$ cat src/rtl/adder_window_avg.sv
// Window averager behind the adder: sums 2^LOG2W accepted samples and emits their mean over valid/ready.
// Define ADDER_WINDOW_AVG_ROUND_EN for round-half-up means; the default build truncates.
module adder_window_avg #(
  parameter int N     = 16,
  parameter int LOG2W = 3
) (
  input  logic         clk,
  input  logic         rst,
  input  logic [N-1:0] _in,
  input  logic         in_valid,
  output logic         in_ready,
  input  logic         flush,
  output logic [N-1:0] _out,
  output logic         out_valid,
  input  logic         out_ready
);

  localparam int AW = N + LOG2W;

  typedef enum logic {EMPTY, FULL} state_t;

  state_t             state;
  logic [AW-1:0]      acc;
  logic [LOG2W-1:0]   cnt;
  logic               last;
  logic               accept;
  logic               close;
  logic [AW-1:0]      sum;
  logic [AW-1:0]      sum_r;

  assign last      = &cnt;
  assign out_valid = (state == FULL);
  // Stall only when the closing sample would overwrite a result nobody has taken.
  assign in_ready  = !(out_valid && !out_ready && last);
  assign accept    = in_valid && in_ready && !flush;
  assign close     = accept && last;
  assign sum       = acc + AW'(_in);

`ifdef ADDER_WINDOW_AVG_ROUND_EN
  // Half-LSB bias cannot carry out of AW bits since W*(2^N-1) + W/2 < W*2^N.
  assign sum_r = sum + AW'(1 << (LOG2W - 1));
`else
  assign sum_r = sum;
`endif

  always_ff @(posedge clk or posedge rst) begin
    if (rst) begin
      acc   <= '0;
      cnt   <= '0;
      _out  <= '0;
      state <= EMPTY;
    end else begin
      if (flush) begin
        acc <= '0;
        cnt <= '0;
      end else if (close) begin
        acc <= '0;
        cnt <= '0;
      end else if (accept) begin
        acc <= sum;
        cnt <= cnt + 1'b1;
      end

      if (close)
        _out <= sum_r[AW-1:LOG2W];

      case (state)
        EMPTY: if (close) state <= FULL;
        FULL:  if (out_ready && !close) state <= EMPTY;
        default: state <= EMPTY;
      endcase
    end
  end

endmodule

$ cat config.mk
export PLATFORM = sky130hd
export DESIGN_NAME = adder_window_avg
export DESIGN_NICKNAME = d
export VERILOG_FILES = /design/src/rtl/adder_window_avg.sv
export SDC_FILE = /design/constraint.sdc
export NUM_CORES = 1
export LEC_CHECK = 0
export CORE_MARGIN = 2
export CORE_UTILIZATION = 25
export CTS_BUF_LIST = sky130_fd_sc_hd__clkbuf_2
export DETAILED_ROUTE_END_ITERATION = 12
export GPL_TIMING_DRIVEN = 0
export PLACE_DENSITY = 0.5
export SLEW_MARGIN = 20
export SYNTH_ARGS = -nofsm -noshare
export SYNTH_HDL_FRONTEND = slang
export SYNTH_SLANG_ARGS = --single-unit
export TNS_END_PERCENT = 30
$ cat constraint.sdc
create_clock -name clk -period 5.06 [get_ports clk]
set_input_delay 1.012 -clock clk [delete_from_list [all_inputs] [get_ports clk]]
set_output_delay 1.012 -clock clk [all_outputs]
set_load 0.1 [all_outputs]
==> key figures <==
Route
  – Router iterations before antenna repair: 4
  – Total wirelength of the detailed-routed design: 6080 um
  – Wire length per cell: 14.0 um
  – Vias per cell: 4.60
  – Antenna Nets Post-Route: 0
  – Overall via count from detail_route: 1,997
  – Post-detailed-route DRC marker count: 0
  – 1st-iter DRT viols: 58

Worst setup path
  – End of the worst register-to-register path: _out[11]
  – Slowest cell on the critical path: clkdlybuf4s50_1
  – Setup crit end kind: output pin
  – R2R setup slack: 2460 ps
  – Critical path launch point type: input pin
  – Logic depth of the worst register-to-register path: 8
  – CP Data Required Time: 4050 ps
  – CP endpoint: in_ready
  – CP dominant cell by count: clkdlybuf4s50_1
  – Crit path largest cell delay: 1170 ps
  – Launching point of the worst reg2reg path: acc[0]
  – Maximum net fanout on the critical path: 5
  – Worst Path Class, Setup: in2out
  – WP data arrival: 2830 ps
  – Critical path origin: out_ready
  – Worst path cell trace: clkdlybuf4s50_1 -> nand3b_1 -> clkdlybuf4s50_1

Synth
  – Synthesized area per cell: 9.61 um2
  – YS warnings: 0
  – Count of state elements after synthesis: 39
  – Cell count after synthesis: 254
  – Net count of the mapped netlist: 294
  – Leading cell type by number of instances after synthesis: dfrtp_1
  – Post-synth EDFFs: 0
  – Post-synthesis async set-or-reset flop share: 1.00
  – Cell area after synthesis: 2440 um2
  – Cell taking the most area after synthesis: dfrtp_1
  – Fraction of post-synthesis cell area in the top cell type by area: 0.400
  – Commonest cells post-synth: 39 x dfrtp_1, 38 x nand2_1, 18 x ha_1, 17 x o21ai_0, 15 x a21oi_1
  – Seq/Total Area, Yosys: 0.400
  – Number of distinct library cells after synthesis: 46
  – Primary flip-flop cell chosen by synthesis mapping: dfrtp_1
  – Synth top area cells: dfrtp_1 40%, ha_1 9.2%, nand2_1 5.8%

Placement
  – HPWL after DPL: 4600 um
  – Port Buf Inserts: 38
  – Placed insts: 426
  – Final estimated routing congestion in global placement: 0.843

Timing
  – Transition time of the tightest slew-check pin: 973 ps
  – Setup repair after global routing missed its margin: no
  – Setup TNS: 0 ps
  – Final setup violation count: 0
  – Final Hold Viols: 0
  – Worst slew margin relative to its limit: 0.349
  – Min Clock Period, post-route: 3850 ps
  – Final cycle utilization of the critical path: 0.760
  – Achievable Freq: 0.260 GHz
  – Worst clock skew on the final layout: 30.3 ps
  – Max-slew violations: 0

Cells and area
  – Total inserted antenna cells: 0
  – Final standard cell count with taps included and fillers excluded: 434
  – Share of layout cells above drive strength 1: 0.106
  – # nets final: 340
  – Area growth from synthesis to layout: 26.2%

Floorplanning
  – Floorplan die area: 10,600 um2
  – Chip width: 103 um
  – Placeable core area: 9640 um2
  – Count of pins on the block boundary: 39
  – Cell row count: 36
  – Die height: 103 um
  – Starting utilization of the core area: 0.253

Outcome
  – Outcome: finished clean

CTS
  – Clock slew at the register clock pins of the worst setup and hold paths: 220 ps
  – Maximum count of clock buffers along a single path: 2
  – Maximum level of the CTS H-tree: 2
  – CTS Sinks: 39
  – Clock root cell: clkbuf_2
  – Post-CTS Setup Bufs: 0
  – Number of hold buffers added after cts: 0
  – Cts bufs inserted: 5
  – # resized after CTS: 0
  – Worst-Skew Late Latency: 420 ps
  – CTS tree: built

Min path
  – Class of the most critical hold timing path: reg2reg
  – Hold-critical path depth: 2

Run
  – Number of max-capacitance violations reported: 0

Global routing
  – Overall fraction of global-route tracks in use: 0.123
  – Maximum number of pins on one net before global-route repair: 26
  – Number of global-route vias before repair: 1,997
  – Wire length of the first global-routing pass: 10,000 um
  – Antenna violations before repair: 0
  – Total global routing overflow: 0

Power
  – Leak pwr: 1.41 nW
  – Worst voltage drop across the vdd grid: 109 uV
  – PnR Total Power: 0.860 mW
  – Power per unit of standard cell area: 279 nW/um2
[per-stage QoR]
stage	hold WS, ps	worst slack (ps)	area, um2	utilization
floorplan	454	2100	2440	-
global placement	473	1200	2990	0.310
detailed placement	471	1220	3010	0.312
CTS	526	1210	3080	0.319
global route	558	1170	3080	0.319
finish	518	1210	3080	0.319
[cells in the final DEF (no fill, tap or decap), types with 4 or more instances in the layout]
master / netlist / layout
nand2_1: 38 / 38
clkbuf_2: 1 / 6
nor2_1: 13 / 13
xor2_1: 6 / 6
inv_1: 5 / 4
a21oi_1: 15 / 15
a21o_1: 6 / 6
nand3_1: 10 / 10
mux2_2: 7 / 7
clkbuf_1: 6 / 6
ha_1: 18 / 18
a22o_1: 13 / 13
dfrtp_1: 39 / 39
xnor2_1: 10 / 10
o21ai_0: 17 / 17
clkdlybuf4s50_1: 0 / 38
[final cells by class]
| type | count | area, um2 |
|---|---|---|
| Inverter | 5 | 18.8 |
| Fill cell | 1036 | 6560 |
| Buffer | 12 | 61.3 |
| Multi-Input combinational cell | 198 | 1380 |
| Timing Repair Buffer | 39 | 400 |
| Tap cell | 133 | 166 |
| Clock buffer | 5 | 25.0 |
| Sequential cell | 39 | 976 |
| Clock inverter | 3 | 47.5 |
[cells by family (layout without fill, tap and decap cells)]
group | count (synthesis) | after routing | share of synthesized area
DFF | 39 | 39 | 0.400
xor gates and xnor gates | 16 | 16 | 0.0574
buffers and inverters | 17 | 64 | 0.0328
AOI/OAI and AO/OA | 76 | 76 | 0.221
adders and majority gates | 19 | 19 | 0.101
muxes | 8 | 8 | 0.0385
and+or+nand+nor | 79 | 79 | 0.150
[registers in the layout (all words and copies together) (netlist names)]
name / count
_out: 16
acc: 19
out_valid: 1
cnt: 3
[worst min-delay path by stage]
stage | end | from | slack (ps)
2_1_floorplan | acc[2] | acc[2] | 450
3_5_place_dp | _out[0] | _out[0] | 470
5_1_grt | _out[0] | _out[0] | 560
3_3_place_gp | acc[2] | acc[2] | 470
6_report | _out[0] | _out[0] | 520
4_1_cts | _out[0] | _out[0] | 530
[per-layer routing]
| metal | track usage | wire, um |
|---|---|---|
| met1 | 0.174 | 3150 |
| met2 | 0.194 | 2710 |
| met3 | 0.0237 | 179 |
| met4 | 0.0304 | 48 |
| met5 | 0 | 0 |
[worst max-delay path, delay by kind of cell]
kind	cells	cell delay (ps)
and+or+nand+nor	1	190
buffers and inverters	2	1630
[power breakdown]
part	total (mW)	switching, mW	internal, mW
Combinational	0.298	0.170	0.128
Sequential	0.354	0.0184	0.336
Clock	0.208	0.122	0.0865
(Power assumes the default switching activity.)
